[src/rtl/rhythm_judge_scorer_pkg.sv]
// Shared encodings and constants for the rhythm-game judge/scorer.
// Judgement codes match the judge_result wire format seen by the display logic.
package rhythm_judge_scorer_pkg;

  typedef enum logic [1:0] {
    JUDGE_NONE    = 2'b00,
    JUDGE_PERFECT = 2'b01,
    JUDGE_GOOD    = 2'b10,
    JUDGE_MISS    = 2'b11
  } judge_t;

  typedef enum logic [1:0] {
    LANE_IDLE = 2'd0,
    LANE_OPEN = 2'd1,
    LANE_DONE = 2'd2
  } lane_state_t;

  localparam int SCORE_MAX = 99999;
  localparam int COMBO_MAX = 9;
  localparam int ACC_MAX   = 99;
  localparam int DIV_STEPS = 24;

  // Tens digit found by compare/subtract from the top down; input is already <= 99.
  function automatic logic [7:0] bin_to_bcd99(input logic [6:0] value);
    logic [3:0] tens;
    logic [6:0] rem;
    tens = '0;
    rem  = value;
    for (int k = 9; k >= 1; k--) begin
      if (tens == 4'd0 && rem >= 7'(k * 10)) begin
        tens = 4'(k);
        rem  = rem - 7'(k * 10);
      end
    end
    return {tens, 4'(rem)};
  endfunction

endpackage

[src/rtl/rhythm_judge_scorer_acc_divider.sv]
// Accuracy divider: 24-step restoring division, quotient clamped to 99 and
// presented as two BCD digits. A zero divisor yields 00 immediately.
module acc_divider
  import rhythm_judge_scorer_pkg::*;
(
  input  logic        clk,
  input  logic        rst,
  input  logic        start,
  input  logic [23:0] dividend,
  input  logic [15:0] divisor,
  output logic        busy,
  output logic        done,
  output logic [7:0]  bcd
);

  logic [15:0] rem_q;
  logic [15:0] div_q;
  logic [23:0] quo_q;
  logic [4:0]  steps_left;

  logic [16:0] shifted;
  logic        fits;
  logic [15:0] rem_next;
  logic [23:0] quo_next;
  logic [6:0]  quo_clamped;

  // NOTE: every variable driven here gets a value before any branch, so no latch can be inferred.
  always_comb begin
    shifted     = {rem_q, quo_q[23]};
    fits        = (shifted >= {1'b0, div_q});
    rem_next    = fits ? 16'(shifted - {1'b0, div_q}) : shifted[15:0];
    quo_next    = {quo_q[22:0], fits};
    quo_clamped = (quo_next > 24'(ACC_MAX)) ? 7'(ACC_MAX) : quo_next[6:0];
  end

  // NOTE: sequential state uses non-blocking assignments so all registers update from pre-edge values.
  always_ff @(posedge clk) begin
    if (rst) begin
      busy       <= 1'b0;
      done       <= 1'b0;
      bcd        <= '0;
      rem_q      <= '0;
      div_q      <= '0;
      quo_q      <= '0;
      steps_left <= '0;
    end else begin
      done <= 1'b0;
      if (start) begin
        if (divisor == '0) begin
          bcd  <= '0;
          done <= 1'b1;
          busy <= 1'b0;
        end else begin
          busy       <= 1'b1;
          rem_q      <= '0;
          quo_q      <= dividend;
          div_q      <= divisor;
          steps_left <= 5'(DIV_STEPS);
        end
      end else if (busy) begin
        rem_q      <= rem_next;
        quo_q      <= quo_next;
        steps_left <= steps_left - 5'd1;
        // The last iteration's quotient is converted on the same edge it is produced.
        if (steps_left == 5'd1) begin
          busy <= 1'b0;
          done <= 1'b1;
          bcd  <= bin_to_bcd99(quo_clamped);
        end
      end
    end
  end

endmodule

[src/rtl/rhythm_judge_scorer.sv]
// Judges per-lane key presses against note arrivals and accumulates score,
// combo and BCD accuracy for the display. One judgement is reported per cycle.
module rhythm_judge_scorer #(
  parameter int LANES       = 4,
  parameter int WIN_PERFECT = 2,
  parameter int WIN_GOOD    = 6,
  parameter int PTS_PERFECT = 100,
  parameter int PTS_GOOD    = 50,
  parameter int SCORE_MAX   = rhythm_judge_scorer_pkg::SCORE_MAX
) (
  input  logic             clk,
  input  logic             rst,
  input  logic             game_start,
  input  logic             tick,
  input  logic [LANES-1:0] note_valid,
  input  logic [LANES-1:0] key_press,
  output logic [31:0]      score,
  output logic [3:0]       combo,
  output logic [7:0]       accuracy,
  output logic             judge_valid,
  output logic [2:0]       judge_lane,
  output logic [1:0]       judge_result,
  output logic             overrun
);
  import rhythm_judge_scorer_pkg::*;

  localparam int AGE_W = $clog2(WIN_GOOD + 2);

  logic clear;
  assign clear = rst | game_start;

  lane_state_t      lane_state  [LANES];
  logic [AGE_W-1:0] lane_age    [LANES];
  judge_t           lane_result [LANES];

  logic             grant_any;
  logic [2:0]       grant_idx;
  judge_t           grant_result;
  logic [LANES-1:0] lane_grant;
  logic             drop_note;
  logic [31:0]      pts;

  logic [15:0] note_count;
  logic [15:0] hit_count;

  logic        div_start;
  logic        div_busy;
  logic        div_done;
  logic        acc_pending;
  logic [23:0] dividend;

  // Fixed priority: the loop runs high to low so the lowest DONE lane is the last to win.
  always_comb begin
    grant_any    = 1'b0;
    grant_idx    = '0;
    grant_result = JUDGE_NONE;
    lane_grant   = '0;
    for (int i = LANES - 1; i >= 0; i--) begin
      if (lane_state[i] == LANE_DONE) begin
        grant_any     = 1'b1;
        grant_idx     = 3'(i);
        grant_result  = lane_result[i];
        lane_grant    = '0;
        lane_grant[i] = 1'b1;
      end
    end
  end

  // A note is lost when its lane still holds an open note or an unserved result.
  always_comb begin
    drop_note = 1'b0;
    for (int i = 0; i < LANES; i++) begin
      if (note_valid[i] &&
          (lane_state[i] == LANE_OPEN ||
           (lane_state[i] == LANE_DONE && !lane_grant[i]))) begin
        drop_note = 1'b1;
      end
    end
  end

  always_ff @(posedge clk) begin
    if (clear) begin
      for (int i = 0; i < LANES; i++) begin
        lane_state[i]  <= LANE_IDLE;
        lane_age[i]    <= '0;
        lane_result[i] <= JUDGE_NONE;
      end
      overrun <= 1'b0;
    end else begin
      for (int i = 0; i < LANES; i++) begin
        case (lane_state[i])
          LANE_IDLE: begin
            if (note_valid[i]) begin
              lane_state[i] <= LANE_OPEN;
              lane_age[i]   <= '0;
            end
          end
          LANE_OPEN: begin
            // Key beats both a colliding note and the expiring tick.
            if (key_press[i]) begin
              lane_state[i]  <= LANE_DONE;
              lane_result[i] <= (lane_age[i] <= AGE_W'(WIN_PERFECT)) ? JUDGE_PERFECT : JUDGE_GOOD;
            end else if (note_valid[i]) begin
              lane_state[i]  <= LANE_DONE;
              lane_result[i] <= JUDGE_MISS;
            end else if (tick) begin
              if (lane_age[i] >= AGE_W'(WIN_GOOD)) begin
                lane_state[i]  <= LANE_DONE;
                lane_result[i] <= JUDGE_MISS;
              end else begin
                lane_age[i] <= lane_age[i] + 1'b1;
              end
            end
          end
          LANE_DONE: begin
            if (lane_grant[i]) begin
              lane_state[i] <= note_valid[i] ? LANE_OPEN : LANE_IDLE;
              lane_age[i]   <= '0;
            end
          end
          default: lane_state[i] <= LANE_IDLE;
        endcase
      end
      if (drop_note) begin
        overrun <= 1'b1;
      end
    end
  end

  assign pts = (grant_result == JUDGE_PERFECT) ? 32'(PTS_PERFECT) : 32'(PTS_GOOD);

  always_ff @(posedge clk) begin
    if (clear) begin
      score        <= '0;
      combo        <= '0;
      judge_valid  <= 1'b0;
      judge_lane   <= '0;
      judge_result <= '0;
      note_count   <= '0;
      hit_count    <= '0;
    end else begin
      judge_valid <= grant_any;
      if (grant_any) begin
        judge_lane   <= grant_idx;
        judge_result <= grant_result;
        if (note_count != 16'hFFFF) begin
          note_count <= note_count + 16'd1;
        end
        if (grant_result != JUDGE_MISS) begin
          if (hit_count != 16'hFFFF) begin
            hit_count <= hit_count + 16'd1;
          end
          combo <= (combo >= 4'(COMBO_MAX)) ? 4'(COMBO_MAX) : combo + 4'd1;
          if (score > 32'(SCORE_MAX) - pts) begin
            score <= 32'(SCORE_MAX);
          end else begin
            score <= score + pts;
          end
        end else begin
          combo <= '0;
        end
      end
    end
  end

  // Grants arriving while a division runs collapse into one rerun with the latest counters.
  assign div_start = !div_busy && !div_done && (judge_valid || acc_pending);
  assign dividend  = 24'(hit_count) * 24'd100;

  always_ff @(posedge clk) begin
    if (clear) begin
      acc_pending <= 1'b0;
    end else begin
      acc_pending <= (acc_pending || judge_valid) && !div_start;
    end
  end

  acc_divider u_acc_divider (
    .clk      (clk),
    .rst      (clear),
    .start    (div_start),
    .dividend (dividend),
    .divisor  (note_count),
    .busy     (div_busy),
    .done     (div_done),
    .bcd      (accuracy)
  );

endmodule

[config.mk]
export PLATFORM = sky130hd
export DESIGN_NAME = rhythm_judge_scorer
export DESIGN_NICKNAME = d
export VERILOG_FILES = /design/src/rtl/rhythm_judge_scorer_pkg.sv /design/src/rtl/rhythm_judge_scorer_acc_divider.sv /design/src/rtl/rhythm_judge_scorer.sv
export SDC_FILE = /design/constraint.sdc
export NUM_CORES = 1
export LEC_CHECK = 0
export CORE_ASPECT_RATIO = 1.1
export CORE_UTILIZATION = 60
export DETAILED_ROUTE_END_ITERATION = 10
export PLACE_DENSITY = 0.87
export SLEW_MARGIN = 15
export SYNTH_ARGS = -nofsm -noshare
export SYNTH_HDL_FRONTEND = slang
export SYNTH_SLANG_ARGS = --single-unit
[constraint.sdc]
create_clock -name clk -period 13.6 [get_ports clk]
set_input_delay 3.4 -clock clk [delete_from_list [all_inputs] [get_ports clk]]
set_output_delay 3.4 -clock clk [all_outputs]
set_load 0.01 [all_outputs]
==> summary.txt, run 1 <==
Run status
  • Outcome: finished with violations
  • Failing checks: design-rule violations

Routing
  • Total number of vias: 10900
  • Final WL: 29500 um
  • DRC violation total after the first TritonRoute iteration: around 700
  • Iteration count of the initial detailed-routing pass: 9
  • Remaining number of nets flagged by the antenna check after routing: 0
  • Routed wire length per instance: approximately 17 um
  • DRC viols: 6
  • Drt via density: roughly 6.1

Yosys
  • Cells after synthesis: about 1500
  • Number of enable flip-flop cells after synthesis: 28
  • Average footprint of a synthesized cell: around 8.2 sq um
  • Leading cell types by count after synthesis: sky130_fd_sc_hd__nor2_1, sky130_fd_sc_hd__nand2_1, sky130_fd_sc_hd__dfxtp_1
  • Number of nets in the synthesized netlist: around 1600
  • Library cell with the largest summed area after synthesis: sky130_fd_sc_hd__dfxtp_1
  • Post-synthesis cell area: 12200 sq um
  • Top_reg_cell synth: sky130_fd_sc_hd__dfxtp_1
  • Cell types occupying the most area after synthesis: sky130_fd_sc_hd__dfxtp_1, sky130_fd_sc_hd__ha_1, sky130_fd_sc_hd__edfxtp_1, sky130_fd_sc_hd__nor2_1, sky130_fd_sc_hd__nand2_1
  • Async S/R FF share, synth: 0
  • Number of distinct standard cells referenced by the synthesized netlist: slightly below 100
  • Syn. warnings: 0
  • Fraction of the yosys area taken by sequential cells: 0.308
  • Flip-flop and latch count after synthesis: roughly 170
  • Top-count cell post-synth: sky130_fd_sc_hd__nor2_1
  • Area share of the largest cell type after synthesis: 0.239

Power and ir drop
  • Peak VDD IR: between 0.1 and 0.15 mV
  • Leakage: about 5.3 nW
  • Seq pwr share: 0.501
  • Internal power: about 800 uW
  • Sw frac: 0.258
  • Psw: between 200 and 300 uW
  • Total power density per cell area: about 80 nW/um^2
  • Clock power share: 0.427
  • Proportion of power drawn by combinational gates: 0.072

Setup path
  • CP Class: register to register
  • Depth of the critical timing path with buffers and inverters included: 42
  • Setup slack, reg-to-reg: around 3700 ps
  • Worst Reg-to-Reg Cells: 42
  • Endpoint arrival time on the critical path: between 10000 and 15000 ps
  • Largest stage delay, worst path: just under 600 ps
  • Kind of start point of the critical path: register
  • Max Fanout on Critical Path: 11
  • Data required time of the critical path: between 10000 and 15000 ps
  • Crit path buffers/inverters: 3
  • Slowest cell on the critical path: sky130_fd_sc_hd__nor3_2
  • Startpoint of the lowest-slack register-to-register path: u_acc_divider.quo_q[15]
  • Cell family with most CP delay: simple AND/OR/NAND/NOR gates
  • Timing endpoint of the critical path: u_acc_divider.bcd[4]
  • First element of the critical path: u_acc_divider.quo_q[15]
  • Capturing point of the worst reg2reg path: u_acc_divider.bcd[4]
  • Element type at the critical path end: register

Clock network
  • Total of hold buffers inserted after clock tree synthesis: 0
  • CTS Buf Count: 17
  • Root Driver: sky130_fd_sc_hd__clkbuf_16
  • Number of H-tree levels: 4
  • Post-CTS Repair Setup Buffers: 0
  • Count of instances resized after the clock tree is built: 0
  • Number of buffers on the longest clock path: 2
  • Clk_lat worst skew: approximately 440 ps
  • Clock slew at the register clock pins of the worst setup and hold paths: ~70 ps
  • Total number of clock tree sinks: about 170
  • TritonCTS clock tree: done

STA
  • Max transition margin: 0.351
  • Unrepaired setup endpoints after global routing: no
  • Largest clock skew in the final design: roughly 11 ps
  • Final-report max-slew violation count: 0
  • Slew at the pin closest to its max-slew limit: about 970 ps
  • Setup violations, final: 0
  • Crit path time final: 9930 ps
  • Tightest hold margin: between 400 and 500 ps
  • Number of hold violations in the final report: 0
  • Highest clock frequency the design can meet: just over 0.1 GHz
  • Ratio of final minimum period to clock period: 0.730
  • Total negative slack for setup checks: 0 ps

Global routing
  • Global router's overall resource usage: 0.288
  • Antenna violations before repair: 0
  • Global-route wire length before repair: around 50000 um
  • Pin count of the biggest net entering global routing: 64
  • Vias in the first global route: approximately 11000
  • Total global routing overflow: 0

Cells and area
  • Area growth from synthesis to layout: 10.6%
  • Ratio of cells with drive above 1 in the final layout: 0.0566
  • Inserted Diodes: 0
  • Total Nets Final: 1652

Flow run
  • Count of max-cap constraint violations: 0

Place
  • Half-perimeter wire length after placement: between 20000 and 25000 um
  • Buffers on Ports: a little over 60
  • Final Wtd Congestion: around 0.94

Floorplanning
  • Die X-Extent: 138 um
  • Number of placement rows: 54
  • Die Footprint: roughly 21000 sq um
  • Io pins: between 60 and 70
  • Starting Density: 0.614
  • Core footprint: 19900 sq um
  • Die height: ~150 um

Hold path
  • Tightest Hold Check Type: register to register
sequential cells by signal, summed over array words and instances (netlist names), 4 cells and up:
signal and cells:
lane_result 8, lane_age 12, combo 4, lane_state 8, hit_count 16, note_count 16
u_acc_divider.bcd 8, u_acc_divider.div_q 16, score 32, u_acc_divider.quo_q 24, u_acc_divider.rem_q 16, u_acc_divider.steps_left 5
layer usage:
metal | track usage | part of all wire | vias up
met5 | 0 | 0 | -
met4 | 0.0944 | 0.017 | 0
met2 | 0.541 | 0.51 | 288
met3 | 0.0393 | 0.044 | 51
met1 | 0.339 | 0.43 | 5245
li1 | - | - | 5341
power by group through the flow:
stage / sequential (mW) / combinational (mW) / clock (mW)
floorplan: 0.552 / 0.0499 / 0
global placement: 0.552 / 0.0729 / 0
detailed placement: 0.553 / 0.0761 / 0
CTS: 0.541 / 0.0770 / 0.467
global route: 0.542 / 0.0856 / 0.490
finish: 0.541 / 0.0773 / 0.461
worst min path at each step:
| stage | from | end | slack [ps] | cells past startpoint |
|---|---|---|---|---|
| 2_1_floorplan | u_acc_divider.div_q[10] | u_acc_divider.div_q[10] | 440 | 2 |
| 3_3_place_gp | u_acc_divider.bcd[1] | u_acc_divider.bcd[1] | 440 | 2 |
| 3_5_place_dp | u_acc_divider.div_q[12] | u_acc_divider.div_q[12] | 450 | 2 |
| 4_1_cts | u_acc_divider.div_q[12] | u_acc_divider.div_q[12] | 460 | 2 |
| 5_1_grt | u_acc_divider.div_q[12] | u_acc_divider.div_q[12] | 490 | 2 |
| 6_report | u_acc_divider.div_q[12] | u_acc_divider.div_q[12] | 460 | 2 |
cells by family (layout without fill, tap and decap cells):
family,Yosys count,count (layout),share of synthesized area
compound gates,359,359,0.201
fa+ha+maj,115,115,0.126
other cells,1,1,0.000306
buf+inv,183,223,0.0579
xor+xnor,84,84,0.0612
simple gates,566,566,0.233
mux,16,16,0.0134
flops,174,174,0.308
through the flow:
step | power, mW | utilization | cell area, sq um | setup slack [ps] | cells
after CTS | 1.09 | 0.679 | 13500 | 3770 | 1790
final | 1.08 | 0.679 | 13500 | 3670 | 1790
after global routing | 1.12 | 0.679 | 13500 | 2950 | 1790
after global placement | 0.625 | 0.651 | 13000 | 4060 | 1758
after floorplan | 0.601 | - | 12200 | 5300 | 1498
after detailed placement | 0.629 | 0.651 | 13000 | 3820 | 1758
placed cells by master (no fill, tap or decap), types with 23 or more instances in the layout:
cell type,count
sky130_fd_sc_hd__xnor2_1,58
sky130_fd_sc_hd__inv_1,122
sky130_fd_sc_hd__ha_1,102
sky130_fd_sc_hd__a21oi_1,106
sky130_fd_sc_hd__nand2b_1,24
sky130_fd_sc_hd__a22oi_1,40
sky130_fd_sc_hd__edfxtp_1,28
sky130_fd_sc_hd__xor2_1,25
sky130_fd_sc_hd__clkdlybuf4s50_1,61
sky130_fd_sc_hd__nor3_1,23
sky130_fd_sc_hd__nand3_1,36
sky130_fd_sc_hd__nand2_1,153
sky130_fd_sc_hd__o21ai_0,45
sky130_fd_sc_hd__nor2_1,169
sky130_fd_sc_hd__and3_1,27
sky130_fd_sc_hd__dfxtp_1,146
layout make-up:
type / instances / area, sq um
Clock buffer: 18 / 429
Inverter: 124 / 465
Fill cell: 1608 / 6390
Sequential cell: 174 / 3760
Clock inverter: 14 / 126
Timing Repair Buffer: 67 / 656
Multi-Input combinational cell: 1141 / 7780
Tap cell: 252 / 315
worst min-delay path, delay by kind of cell (launching register included):
family	cells	cell delay [ps]
flops	1	310
simple gates	1	50
compound gates	1	50
No activity file was read; power rests on OpenSTA's default activity.
==> inputs of run 2 (changes only) <==
==> constraint.sdc (replaced) <==
create_clock -name clk -period 9.2 [get_ports clk]
set_input_delay 2.3 -clock clk [delete_from_list [all_inputs] [get_ports clk]]
set_output_delay 2.3 -clock clk [all_outputs]
set_load 0.01 [all_outputs]
==> summary.txt, run 2 (synthesis gave the netlist of run 1 again) <==
Run status
  • Outcome: finished with violations (unchanged)
  • Failing checks: design-rule violations (unchanged)

Routing
  • Top Layer Used: met4 (unchanged)
  • M1 wire length: 12900 um (was 12700 um)
  • Total number of vias: 11000 (was 10900)
  • Detail Route met2 WL: 15300 um (was 15100 um)
  • Remaining number of nets flagged by the antenna check after routing: 0 (unchanged)
  • Drt via density: 6.11 (was 6.10)
  • Final WL: 30100 um (was 29500 um)
  • Routed length on met3: 1230 um (was 1300 um)
  • DRC violation total after the first TritonRoute iteration: 719 (was 694)
  • Iteration count of the initial detailed-routing pass: 8 (was 9)
  • Routed wire length per instance: 16.7 um (was 16.5 um)
  • DRC viols: 6 (unchanged)

STA
  • Final-report max-slew violation count: 0 (unchanged)
  • Slew at the pin closest to its max-slew limit: 927 ps (was 972 ps)
  • Setup violations, final: 0 (unchanged)
  • Crit path time final: 8710 ps (was 9930 ps)
  • Number of hold violations in the final report: 0 (unchanged)
  • Highest clock frequency the design can meet: 0.115 GHz (was 0.101 GHz)
  • Largest clock skew in the final design: 14.3 ps (was 10.9 ps)
  • Ratio of final minimum period to clock period: 0.947 (was 0.730)
  • Tightest hold margin: 443 ps (was 457 ps)
  • Fin worst setup slack: 492 ps (was 3670 ps)
  • Total negative slack for setup checks: 0 ps (unchanged)
  • Unrepaired setup endpoints after global routing: no (unchanged)
  • Max transition margin: 0.376 (was 0.351)

Clock network
  • CTS Buf Count: 17 (unchanged)
  • Clock slew at the register clock pins of the worst setup and hold paths: 70 ps (about the same)
  • Number of buffers on the longest clock path: 2 (unchanged)
  • Root Driver: sky130_fd_sc_hd__clkbuf_16 (unchanged)
  • Total number of clock tree sinks: 174 (unchanged)
  • TritonCTS clock tree: done (unchanged)
  • Total of hold buffers inserted after clock tree synthesis: 0 (unchanged)
  • Number of H-tree levels: 4 (unchanged)
  • Clk_lat worst skew: 440 ps (about the same)

Power and ir drop
  • Total power density per cell area: 118 nW/um^2 (was 79.8 nW/um^2)
  • Leakage: 5.39 nW (was 5.31 nW)
  • Post-route total power: 1.61 mW (was 1.08 mW)
  • Peak VDD IR: 0.125 mV (was 0.100 mV)

Cells and area
  • Ratio of cells with drive above 1 in the final layout: 0.0741 (was 0.0566)
  • Highest-count cells in the layout ignoring fill and taps: sky130_fd_sc_hd__nor2_1, sky130_fd_sc_hd__nand2_1, sky130_fd_sc_hd__dfxtp_1 (unchanged)
  • Leading cell type in the layout, fill and taps excluded: sky130_fd_sc_hd__nor2_1 (unchanged)
  • Register with the most flip-flops: score (unchanged)
  • Largest registers ranked by flip-flop count: score x32, u_acc_divider.quo_q x24 (unchanged)
  • Inserted Diodes: 0 (unchanged)
  • Total Nets Final: 1666 (was 1652)
  • Flip-flop count of the largest register after layout: 32 (unchanged)
  • Area growth from synthesis to layout: 12.3% (was 10.6%)

Hold path
  • Tightest Hold Check Type: register to register (unchanged)

Setup path
  • Timing endpoint of the critical path: u_acc_divider.bcd[2] (was u_acc_divider.bcd[4])
  • CP Class: register to register (unchanged)
  • Max Fanout on Critical Path: 7 (was 11)
  • Worst Reg-to-Reg Cells: 42 (unchanged)
  • Setup slack, reg-to-reg: 490 ps (was 3670 ps)
  • Capturing point of the worst reg2reg path: u_acc_divider.bcd[2] (was u_acc_divider.bcd[4])
  • Endpoint arrival time on the critical path: 9090 ps (was 10260 ps)
  • Largest stage delay, worst path: 580 ps (about the same)
  • Data required time of the critical path: 9580 ps (was 13930 ps)
  • Slowest cell on the critical path: sky130_fd_sc_hd__or4_4 (was sky130_fd_sc_hd__nor3_2)
  • Element type at the critical path end: register (unchanged)
  • Kind of start point of the critical path: register (unchanged)
  • First element of the critical path: u_acc_divider.quo_q[7] (was u_acc_divider.quo_q[15])
  • Startpoint of the lowest-slack register-to-register path: u_acc_divider.quo_q[7] (was u_acc_divider.quo_q[15])

Global routing
  • Antenna violations before repair: 0 (unchanged)
  • Total global routing overflow: 0 (unchanged)
  • Pin count of the biggest net entering global routing: 87 (was 64)
  • Global-route wire length before repair: 49300 um (about the same)
  • Vias in the first global route: 10600 (was 10500)
  • Global router's overall resource usage: 0.288 (about the same)

Floorplanning
  • Die X-Extent: 138 um (unchanged)
  • Io pins: 63 (unchanged)
  • Starting Density: 0.614 (unchanged)
  • Number of placement rows: 54 (unchanged)
  • Die height: 152 um (unchanged)
  • Core footprint: 19900 sq um (unchanged)
  • Die Footprint: 21000 sq um (unchanged)

Place
  • Buffers on Ports: 61 (unchanged)
  • Setup slack after placement: 165 ps (was 3820 ps)
  • Half-perimeter wire length after placement: 21800 um (about the same)
  • Final Wtd Congestion: 0.952 (was 0.944)

Flow run
  • Count of max-cap constraint violations: 0 (unchanged)
run 2: power breakdown:
part	leakage (nW)	switching (mW)	internal (mW)
clock	0.277	0.340	0.361
sequential	1.50	0.0136	0.786
combinational	3.61	0.0709	0.0431
run 2: worst min path at each step:
stage               slack, ps  cells past startpoint                     from                      end
global placement          430                      2     u_acc_divider.bcd[1]     u_acc_divider.bcd[1]
CTS                       450                      2     u_acc_divider.bcd[1]     u_acc_divider.bcd[1]
finish                    440                      2     u_acc_divider.bcd[1]     u_acc_divider.bcd[1]
detailed placement        440                      2     u_acc_divider.bcd[1]     u_acc_divider.bcd[1]
global route              470                      2     u_acc_divider.bcd[1]     u_acc_divider.bcd[1]
floorplan                 440                      2  u_acc_divider.div_q[10]  u_acc_divider.div_q[10]
run 2: metal layers:
| metal | vias up | track usage |
|---|---|---|
| met5 | - | 0 |
| met4 | 0 | 0.108 |
| met3 | 63 | 0.0358 |
| met2 | 326 | 0.540 |
| met1 | 5250 | 0.338 |
| li1 | 5382 | - |
run 2: stage by stage:
stage                     instance area, sq um  cells   util
after global placement                   13100   1770  0.656
after global routing                     13700   1804  0.690
final                                    13700   1804  0.690
after detailed placement                 13100   1770  0.656
after floorplan                          12200   1498      -
after CTS                                13600   1802  0.685
run 2: final cells by class:
type / count / area [sq um]
Tap cell: 252 / 315
Inverter: 124 / 465
Clock buffer: 18 / 429
Fill cell: 1536 / 6190
Multi-Input combinational cell: 1141 / 7860
Timing Repair Buffer: 81 / 761
Clock inverter: 14 / 153
Sequential cell: 174 / 3760
run 2: timing repair:
item / 4_1_cts / 5_1_grt
hold endpoints to repair: 0 / 0
resized for setup: 0 / 17
setup endpoints to repair: 0 / 4
setup buffers: 0 / 2
run 2: critical path, delay by kind of cell, from the launching register on:
kind	cells	cell delay (ps)
DFF	1	350
and+or+nand+nor	22	4480
muxes	1	130
buffers and inverters	2	200
adders and majority gates	5	1120
AOI/OAI and AO/OA	12	2350
==> inputs of run 3 (changes only) <==
--- a/config.mk
+++ b/config.mk
@@ -5,6 +5,7 @@
 export SDC_FILE = /design/constraint.sdc
 export NUM_CORES = 1
 export LEC_CHECK = 0
+export ABC_AREA = 1
 export CORE_ASPECT_RATIO = 1.1
 export CORE_UTILIZATION = 60
 export DETAILED_ROUTE_END_ITERATION = 10
==> constraint.sdc (replaced) <==
create_clock -name clk -period 9.2 [get_ports clk]
set_input_delay 1.84 -clock clk [delete_from_list [all_inputs] [get_ports clk]]
set_output_delay 1.84 -clock clk [all_outputs]
set_load 0.01 [all_outputs]
==> summary.txt, run 3 <==
Run status
  • Outcome: finished, final reports clean (was finished with violations)

Setup path
  • Kind of start point of the critical path: register (unchanged)
  • Worst Reg-to-Reg Cells: 56 (was 42)
  • Max Fanout on Critical Path: 34 (was 7)
  • Endpoint arrival time on the critical path: 8030 ps (was 9090 ps)
  • Setup slack, reg-to-reg: 1530 ps (was 490 ps)
  • Slowest cell on the critical path: sky130_fd_sc_hd__o21ai_0 (was sky130_fd_sc_hd__or4_4)
  • Data required time of the critical path: 9560 ps (was 9580 ps)
  • Largest stage delay, worst path: 430 ps (was 580 ps)
  • Most frequent CP cell: sky130_fd_sc_hd__nand2_1
  • CP Class: register to register (unchanged)
  • Element type at the critical path end: register (unchanged)

Routing
  • Remaining number of nets flagged by the antenna check after routing: 0 (unchanged)
  • Top Layer Used: met4 (unchanged)
  • Total number of vias: 10800 (was 11000)
  • M1 wire length: 11100 um (was 12900 um)
  • Final WL: 26500 um (was 30100 um)
  • Detail Route met2 WL: 13500 um (was 15300 um)
  • Iteration count of the initial detailed-routing pass: 5 (was 8)
  • Routed wire length per instance: 13.7 um (was 16.7 um)
  • Drt via density: 5.57 (was 6.11)
  • Routed length on met3: 1220 um (was 1230 um)
  • DRC viols: 0 (was 6)
  • DRC violation total after the first TritonRoute iteration: 717 (was 719)

Yosys
  • Number of distinct standard cells referenced by the synthesized netlist: 60 (was 97)
  • Top_reg_cell synth: sky130_fd_sc_hd__dfxtp_1 (unchanged)
  • Async S/R FF share, synth: 0 (unchanged)
  • Library cell with the largest summed area after synthesis: sky130_fd_sc_hd__dfxtp_1 (unchanged)
  • Number of nets in the synthesized netlist: 1751 (was 1625)
  • Flip-flop and latch count after synthesis: 174 (unchanged)
  • Syn. warnings: 0 (unchanged)
  • Top-count cell post-synth: sky130_fd_sc_hd__nand2_1 (was sky130_fd_sc_hd__nor2_1)
  • Cell types occupying the most area after synthesis: sky130_fd_sc_hd__dfxtp_1, sky130_fd_sc_hd__ha_1, sky130_fd_sc_hd__nand2_1, sky130_fd_sc_hd__inv_1, sky130_fd_sc_hd__edfxtp_1 (was sky130_fd_sc_hd__dfxtp_1, sky130_fd_sc_hd__ha_1, sky130_fd_sc_hd__edfxtp_1, sky130_fd_sc_hd__nor2_1, sky130_fd_sc_hd__nand2_1)
  • Number of enable flip-flop cells after synthesis: 28 (unchanged)
  • Cells after synthesis: 1624 (was 1498)
  • Leading cell types by count after synthesis: sky130_fd_sc_hd__nand2_1, sky130_fd_sc_hd__inv_1, sky130_fd_sc_hd__nor2_1 (was sky130_fd_sc_hd__nor2_1, sky130_fd_sc_hd__nand2_1, sky130_fd_sc_hd__dfxtp_1)
  • Average footprint of a synthesized cell: 7.20 sq um (was 8.17 sq um)
  • Fraction of the yosys area taken by sequential cells: 0.322 (was 0.308)
  • Post-synthesis cell area: 11700 sq um (was 12200 sq um)
  • Area share of the largest cell type after synthesis: 0.250 (was 0.239)

STA
  • Crit path time final: 7670 ps (was 8710 ps)
  • Ratio of final minimum period to clock period: 0.834 (was 0.947)
  • Slew at the pin closest to its max-slew limit: 798 ps (was 927 ps)
  • Number of hold violations in the final report: 0 (unchanged)
  • Tightest hold margin: 463 ps (was 443 ps)
  • Max transition margin: 0.468 (was 0.376)
  • Setup violations, final: 0 (unchanged)
  • Final-report max-slew violation count: 0 (unchanged)
  • Total negative slack for setup checks: 0 ps (unchanged)
  • Unrepaired setup endpoints after global routing: no (unchanged)
  • Highest clock frequency the design can meet: 0.130 GHz (was 0.115 GHz)
  • Largest clock skew in the final design: 13.1 ps (was 14.3 ps)

Cells and area
  • Register with the most flip-flops: score (unchanged)
  • Highest-count cells in the layout ignoring fill and taps: sky130_fd_sc_hd__nand2_1, sky130_fd_sc_hd__inv_1, sky130_fd_sc_hd__nor2_1 (was sky130_fd_sc_hd__nor2_1, sky130_fd_sc_hd__nand2_1, sky130_fd_sc_hd__dfxtp_1)
  • Ratio of cells with drive above 1 in the final layout: 0.0759 (was 0.0741)
  • Multi-input gate area in the final layout: 6700 sq um (was 7860 sq um)
  • Flip-flop count of the largest register after layout: 32 (unchanged)
  • Leading cell type in the layout, fill and taps excluded: sky130_fd_sc_hd__nand2_1 (was sky130_fd_sc_hd__nor2_1)
  • Inserted Diodes: 0 (unchanged)
  • Number of fill cells in the layout: 1595 (was 1536)
  • Largest registers ranked by flip-flop count: score x32, u_acc_divider.quo_q x24 (unchanged)
  • Area growth from synthesis to layout: 12.1% (was 12.3%)
  • Post-layout instance count excluding filler cells: 1933 (was 1804)
  • Sequential standard cell area: 3760 sq um (about the same)
  • Total Nets Final: 1800 (was 1666)

Floorplanning
  • Starting Density: 0.613 (was 0.614)
  • Number of placement rows: 53 (was 54)
  • Die X-Extent: 135 um (was 138 um)
  • Io pins: 63 (unchanged)
  • Die height: 148 um (was 152 um)
  • Die Footprint: 20100 sq um (was 21000 sq um)
  • Core footprint: 19100 sq um (was 19900 sq um)

Global routing
  • Total global routing overflow: 0 (unchanged)
  • Pin count of the biggest net entering global routing: 71 (was 87)
  • Global-route wire length before repair: 44600 um (was 49300 um)
  • Vias in the first global route: 10300 (was 10600)
  • Antenna violations before repair: 0 (unchanged)
  • Global router's overall resource usage: 0.270 (was 0.288)

Power and ir drop
  • Leakage: 5.85 nW (was 5.39 nW)
  • Peak VDD IR: 0.146 mV (was 0.125 mV)
  • Total power density per cell area: 130 nW/um^2 (was 118 nW/um^2)

Place
  • Half-perimeter wire length after placement: 19400 um (was 21800 um)
  • Buffers on Ports: 61 (unchanged)
  • Final Wtd Congestion: 0.953 (was 0.952)
  • Placed cell count: 1901 (was 1770)

Clock network
  • Clk_lat worst skew: 450 ps (was 440 ps)
  • Total number of clock tree sinks: 174 (unchanged)
  • Clock slew at the register clock pins of the worst setup and hold paths: 80 ps (was 70 ps)
  • Root Driver: sky130_fd_sc_hd__clkbuf_16 (unchanged)
  • Total of hold buffers inserted after clock tree synthesis: 0 (unchanged)
  • Number of buffers on the longest clock path: 2 (unchanged)
  • CTS Buf Count: 17 (unchanged)
  • Post-CTS Repair Setup Buffers: 0 (unchanged)
  • TritonCTS clock tree: done (unchanged)
  • Count of instances resized after the clock tree is built: 0 (unchanged)
  • Number of H-tree levels: 4 (unchanged)

Flow run
  • Count of max-cap constraint violations: 0 (unchanged)

Hold path
  • Tightest Hold Check Type: register to register (unchanged)
  • Depth of the worst hold-timing path: 2 (unchanged)
-- run 3: cell types whose count changed after synthesis, moves of 20 or more --
cell,before,now
sky130_fd_sc_hd__a21oi_1,106,132
sky130_fd_sc_hd__inv_2,2,22
sky130_fd_sc_hd__nand2b_1,24,0
sky130_fd_sc_hd__nor2b_1,20,0
sky130_fd_sc_hd__nand3_1,36,65
sky130_fd_sc_hd__o21bai_1,22,2
sky130_fd_sc_hd__inv_1,122,271
sky130_fd_sc_hd__and3_1,27,0
sky130_fd_sc_hd__o21ai_0,45,105
sky130_fd_sc_hd__nor2_1,172,150
sky130_fd_sc_hd__xnor2_1,58,14
sky130_fd_sc_hd__nand2_1,153,278
sky130_fd_sc_hd__nor3_1,23,50
sky130_fd_sc_hd__a22oi_1,40,0
-- run 3: critical path, delay by kind of cell (launching register included) --
family | cells | cell delay, ps
adders and majority gates | 5 | 1240
buffers and inverters | 6 | 390
AOI/OAI and AO/OA | 2 | 580
xor gates and xnor gates | 2 | 530
and+or+nand+nor | 41 | 4500
DFF | 1 | 320
-- run 3: routing by layer --
metal  GRT usage  up-vias
met5           0        -
met4      0.0966        0
met3      0.0460       63
met2       0.501      308
met1       0.309     4977
li1            -     5410
-- run 3: cells by family after synthesis --
kind of cell / synth area share
compound gates: 0.153
xor+xnor: 0.0312
fa+ha+maj: 0.131
buf+inv: 0.107
flops: 0.322
other cells: 0.000321
simple gates: 0.255
-- run 3: final cells by class --
cell class,count,share of cell area
clock inverter,15,0.0122
sequential,174,0.287
inverter,295,0.0845
multi-input combinational,1118,0.510
timing repair buffer,67,0.0500
tap,247,0.0236
clock buffer,17,0.0324
-- run 3: path summary, 6_finish.rpt --
path / start / to
max: u_acc_divider.div_q[2] / u_acc_divider.bcd[4]
min: score[22] / score[22]
max reg2reg: u_acc_divider.div_q[2] / u_acc_divider.bcd[4]
min reg2reg: score[22] / score[22]
-- run 3: report_power, final --
part	total [mW]	internal, mW	switching, mW
logic	0.184	0.0618	0.122
clock network	0.720	0.365	0.355
registers	0.805	0.790	0.0156
-- run 3: per-stage QoR --
stage	power (mW)	worst slack [ps]	area, sq um	utilization
floorplan	0.947	2790	11700	-
global placement	0.997	2020	12500	0.656
detailed placement	1.00	1690	12500	0.656
CTS	1.71	1680	13100	0.687
global route	1.77	621	13100	0.687
finish	1.71	1530	13100	0.687
